## src/rtl/lector_contadores.sv

```systemverilog
// Poll sweep reader for the push-counter block: requests each channel in turn,
// snapshots every returned count, accumulates the total and flags timeouts.
module lector_contadores #(
  parameter int NUM_CH  = 5,
  parameter int DATA_W  = 5,
  parameter int IDX_W   = 3,
  parameter int SUM_W   = 8,
  parameter int TIMEOUT = 15
) (
  input  logic              clk,
  input  logic              reset_L,
  input  logic              start,
  output logic              req,
  output logic [IDX_W-1:0]  idx,
  input  logic [DATA_W-1:0] data,
  input  logic              valid,
  output logic              busy,
  output logic              done,
  output logic              error,
  output logic [SUM_W-1:0]  total,
  input  logic [IDX_W-1:0]  snap_idx,
  output logic [DATA_W-1:0] snap_data
);

  localparam int     TMO_W   = (TIMEOUT > 1) ? $clog2(TIMEOUT) : 1;
  localparam longint MAX_SUM = longint'(NUM_CH) * ((longint'(1) << DATA_W) - 1);

  if (MAX_SUM >= (longint'(1) << SUM_W)) begin : g_sum_too_narrow
    $error("SUM_W too narrow for NUM_CH full-scale counts");
  end
  if (NUM_CH > (1 << IDX_W)) begin : g_idx_too_narrow
    $error("IDX_W too narrow to address NUM_CH channels");
  end

  typedef enum logic [2:0] {S_IDLE, S_REQ, S_WAIT, S_GAP, S_DONE} state_t;

  state_t             state_q, state_d;
  logic [IDX_W-1:0]   ch_q, ch_d;
  logic [TMO_W-1:0]   tmo_q, tmo_d;
  logic               req_q, req_d;
  logic [IDX_W-1:0]   idx_q, idx_d;
  logic               busy_q, busy_d;
  logic               done_q, done_d;
  logic               error_q, error_d;
  logic [SUM_W-1:0]   total_q, total_d;
  logic [DATA_W-1:0]  snap_q [NUM_CH];
  logic               snap_we;
  logic [DATA_W-1:0]  snap_wdata;

  always_ff @(posedge clk or negedge reset_L) begin
    if (!reset_L) begin
      state_q <= S_IDLE;
      ch_q    <= '0;
      tmo_q   <= '0;
      req_q   <= 1'b0;
      idx_q   <= '0;
      busy_q  <= 1'b0;
      done_q  <= 1'b0;
      error_q <= 1'b0;
      total_q <= '0;
    end else begin
      state_q <= state_d;
      ch_q    <= ch_d;
      tmo_q   <= tmo_d;
      req_q   <= req_d;
      idx_q   <= idx_d;
      busy_q  <= busy_d;
      done_q  <= done_d;
      error_q <= error_d;
      total_q <= total_d;
    end
  end

  always_comb begin
    state_d    = state_q;
    ch_d       = ch_q;
    tmo_d      = tmo_q;
    req_d      = req_q;
    idx_d      = idx_q;
    busy_d     = busy_q;
    done_d     = 1'b0;
    error_d    = error_q;
    total_d    = total_q;
    snap_we    = 1'b0;
    snap_wdata = '0;
    case (state_q)
      S_IDLE: begin
        if (start) begin
          state_d = S_REQ;
          ch_d    = '0;
          total_d = '0;
          error_d = 1'b0;
          busy_d  = 1'b1;
        end
      end
      S_REQ: begin
        req_d   = 1'b1;
        idx_d   = ch_q;
        tmo_d   = '0;
        state_d = S_WAIT;
      end
      S_WAIT: begin
        // A timed-out channel is recorded as zero and the sweep moves on.
        if (valid || tmo_q == TMO_W'(TIMEOUT - 1)) begin
          snap_we = 1'b1;
          req_d   = 1'b0;
          if (valid) begin
            snap_wdata = data;
            total_d    = total_q + SUM_W'(data);
          end else begin
            error_d = 1'b1;
          end
          if (ch_q == IDX_W'(NUM_CH - 1)) begin
            state_d = S_DONE;
          end else begin
            ch_d    = ch_q + 1'b1;
            state_d = S_GAP;
          end
        end else begin
          tmo_d = tmo_q + 1'b1;
        end
      end
      S_GAP: state_d = S_REQ;
      S_DONE: begin
        done_d  = 1'b1;
        busy_d  = 1'b0;
        state_d = S_IDLE;
      end
      default: state_d = S_IDLE;
    endcase
  end

  always_ff @(posedge clk or negedge reset_L) begin
    if (!reset_L) begin
      for (int i = 0; i < NUM_CH; i++) snap_q[i] <= '0;
    end else if (snap_we) begin
      for (int i = 0; i < NUM_CH; i++) begin
        if (ch_q == IDX_W'(i)) snap_q[i] <= snap_wdata;
      end
    end
  end

  always_comb begin
    snap_data = '0;
    for (int i = 0; i < NUM_CH; i++) begin
      if (snap_idx == IDX_W'(i)) snap_data = snap_q[i];
    end
  end

  assign req   = req_q;
  assign idx   = idx_q;
  assign busy  = busy_q;
  assign done  = done_q;
  assign error = error_q;
  assign total = total_q;

endmodule
```

## config.mk

```make
export PLATFORM = sky130hd
export DESIGN_NAME = lector_contadores
export DESIGN_NICKNAME = d
export VERILOG_FILES = /design/src/rtl/lector_contadores.sv
export SDC_FILE = /design/constraint.sdc
export NUM_CORES = 1
export LEC_CHECK = 0
export BUFFER_PORTS_ARGS = -buffer_cell sky130_fd_sc_hd__buf_4
export CAP_MARGIN = 20
export CORE_UTILIZATION = 35
export CTS_BUF_LIST = sky130_fd_sc_hd__clkbuf_4 sky130_fd_sc_hd__clkbuf_8 sky130_fd_sc_hd__clkbuf_16
export DETAILED_ROUTE_END_ITERATION = 7
export PLACE_DENSITY = 0.65
export SKIP_LAST_GASP = 1
export SLEW_MARGIN = 20
export SYNTH_ARGS = -nofsm -noshare
export SYNTH_HDL_FRONTEND = slang
export SYNTH_SLANG_ARGS = --single-unit
```

## constraint.sdc

```tcl
create_clock -name clk -period 4.6 [get_ports clk]
set_input_delay 0.92 -clock clk [delete_from_list [all_inputs] [get_ports clk]]
set_output_delay 0.92 -clock clk [all_outputs]
set_load 0.02 [all_outputs]
```

==> summary.md <==
| Metric | Value |
|---|---|
| Critical Path RT | `3.68 ns` |
| RSZ-0062 raised after global routing | `false` |
| Postcts setup bufs | `0` |
| Hold Crit Depth | `1` |
| DR WL/cell | `14.70 µm` |
| # rows | `31` |
| Reg2reg setup slack | `2.51 ns` |
| Antenna Violating Nets Remaining | `0` |
| Width of the die | `88.60 µm` |
| Pin count of the biggest net entering global routing | `51` |
| Max_cap viols | `0` |
| FF-to-FF End | `snap_q[17]` |
| Post-layout min period | `2.820 ns` |
| Launch point of the worst reg-to-reg path | `state_q[1]` |
| CP max stage cell | `mux4_2` |
| Core box area | `7253 µm²` |
| Cell area after synthesis | `2625 µm²` |
| Worst skew pair latency | `0.30 ns` |
| DRT Wirelength | `5219 µm` |
| Post-Route Setup TNS | `0 ns` |
| Aggregate global routing overflow | `0` |
| Dominant synthesized flop cell | `dfrtp_1` |
| Crit path DAT | `1.90 ns` |
| Ant. Diodes | `0` |
| I/O Buffers | `31` |
| Die height | `88.60 µm` |
| DR pass1 iterations | `4` |
| Worst Skew | `0.006253 ns` |
| F_max | `0.3547 GHz` |
| Yosys reg bits | `50` |
| Leak | `1.397 nW` |
| Worst setup SP type | `input pin` |
| Number of synthesized flops with an enable pin | `0` |
| Busiest grt layer | `met2` |
| TritonCTS sink count | `50` |
| Iter 0 DRT Violations | `76` |
| Boundary Pins | `32` |
| TritonCTS clock tree | `done` |
| Post-DR vias/cell | `5.028` |
| Via count | `1785` |
| CP cell instances | `buf_4 > mux4_2 > inv_1 > o21ai_0 > buf_4` |
| FFs w/ async S/R, synth | `100.0%` |
| Post-synthesis sequential area ratio | `47.66%` |
| First-pass GRT wire length | `8604 µm` |
| Yosys warning total | `0` |
| Clock Tree Buf Depth | `2` |
| Syn_area_per_cell | `11.67 µm²` |
| Post-DP HPWL | `3799 µm` |
| Crit path to | `snap_data[3]` |
| Reg clk slew, reported paths | `0.09 ns` |
| Share of layout cells above drive strength 1 | `30.86%` |
| Setup CP Type | `in -> out` |
| Number of global-route vias before repair | `1745` |
| Overall power | `1.612 mW` |
| Residual DRC | `0` |
| Worst VDD drop | `0.1977 mV` |
| Placed Cells | `348` |
| Met2 usage in global routing | `24.48%` |
| Met1 Use GR | `19.09%` |
| Worst Path Max Fanout | `10` |
| Pre-CTS WS | `1.773 ns` |
| Fin cells | `355` |
| Area contributors post-synth | `dfrtp_1, mux2_2, ha_1` |
| GR Util met3 | `2.892%` |
| Final hold vios | `0` |
| Clock Tree Root | `clkbuf_8` |
| Routability cong. | `0.7658` |
| Hold_buf cts | `0` |
| Layout Nets | `281` |
| Cell Pwr Density | `532.8 nW/µm²` |
| H-tree levels | `2` |
| Die area | `7850 µm²` |
| Period utilization | `61.30%` |
| Slew HR | `56.76%` |
| Min-Delay Path Class | `reg -> reg` |
| P&R area growth vs syn | `15.25%` |
| Yosys top cell area share | `47.66%` |
| Yosys cell types | `41` |
| Layout Utilization | `41.71%` |
| Status | `finished clean` |
| Gr usage total | `14.47%` |
| Final setup margin | `1.780 ns` |
| Worst path max stage delay | `0.53 ns` |
| Cell mode on critical path | `buf_4` |
| Post-synthesis cell count | `225` |
| Largest area contributor in the netlist | `dfrtp_1` |
| Gates resized, CTS repair | `0` |
| Final setup fails | `0` |
| Num CTS Buffers | `5` |
| Initial antenna violation count | `0` |
| Worst slew pin tran | `0.6486 ns` |
| Critical path startpoint | `snap_idx[0]` |
| Starting Density | `36.19%` |
| Net Count, Synth | `250` |
| Setup crit end kind | `primary output` |
| R2r worst-path depth | `4` |
| Slew Viols, Final | `0` |
[through the flow]
step / cell area (µm²) / hold WS, ns
after floorplan: 2625 / 0.4590
after global placement: 2942 / 0.4875
after detailed placement: 2942 / 0.4954
after CTS: 3025 / 0.5177
after global routing: 3025 / 0.5330
final: 3025 / 0.5140
[synthesized netlist by cell type (all sizes together), types with 2 or more instances]
master	instances
dfrtp	50
mux2	29
nand2	16
ha	12
nand3	12
nor2	12
inv	10
a21oi	9
o21ai	8
a22o	7
and2	7
o211ai	5
clkbuf	4
nand3b	4
nor3b	4
xor2	4
a31oi	3
buf	3
mux2i	3
mux4	3
nor2b	3
o22ai	3
a22oi	2
and3	2
o21bai	2
[cells in the final DEF, fill, tap and decap left out, types with 2 or more instances in the layout]
cell and n:
a21oi_1 9, a22o_1 7, a22oi_1 2, a31oi_1 3
and2_1 6, buf_4 31, clkbuf_8 5, clkinvlp_4 2
dfrtp_1 50, ha_1 12, inv_1 10, mux2_2 28
mux2i_1 3, mux4_2 3, nand2_1 15, nand3_1 12
nand3b_1 4, nor2_1 11, nor2b_1 3, nor3b_4 4
o211ai_1 5, o21ai_0 8, o21bai_1 2, o22ai_1 3
xor2_1 4
[power breakdown]
part | total (mW) | switching [mW] | internal (mW)
sequential | 0.710 | 0.132 | 0.578
clock | 0.255 | 0.151 | 0.104
combinational | 0.647 | 0.331 | 0.317
total | 1.61 | 0.613 | 0.999
[cell type report]
class / count / area [µm²]
Clock buffer: 5 / 68.82
Clock inverter: 2 / 15.01
Fill cell: 702 / 4228
Inverter: 10 / 37.54
Multi-Input combinational cell: 158 / 1296
Sequential cell: 50 / 1251
Tap cell: 99 / 123.9
Timing Repair Buffer: 31 / 232.7
[worst max-delay path, delay by kind of cell]
family                 cells  cell delay, ns
muxes                      1            0.53
buffers and inverters      3            0.39
AOI/OAI and AO/OA          1            0.06
[registers in the layout, summed over array words and instances (netlist names)]
signal   flops
ch_q         3
done         1
snap_q      25
tmo_q        4
req          1
total        8
busy         1
error        1
idx          3
state_q      3
[cell families after synthesis]
kind of cell               synth area share, %
and+or+nand+nor                          14.49
DFF                                      47.66
AOI/OAI and AO/OA                        10.58
muxes                                    16.16
buffers and inverters                    2.955
adders and majority gates                6.482
xor gates and xnor gates                 1.668
[worst min path at each step]
stage	startpoint	to
after floorplan	snap_q[3]	snap_q[3]
after global placement	snap_q[16]	snap_q[16]
after detailed placement	snap_q[7]	snap_q[7]
after CTS	snap_q[21]	snap_q[21]
after global routing	snap_q[16]	snap_q[16]
final	snap_q[21]	snap_q[21]
[metal layers]
metal  vias up  wire, µm  part of all wire (%)
met5         -         0                     0
met4         0        42                  0.80
met3         5       152                   2.9
met2        25      2494                    48
met1       886      2530                    48
li1        869         -                     -
No activity file was read; power rests on OpenSTA's default activity.
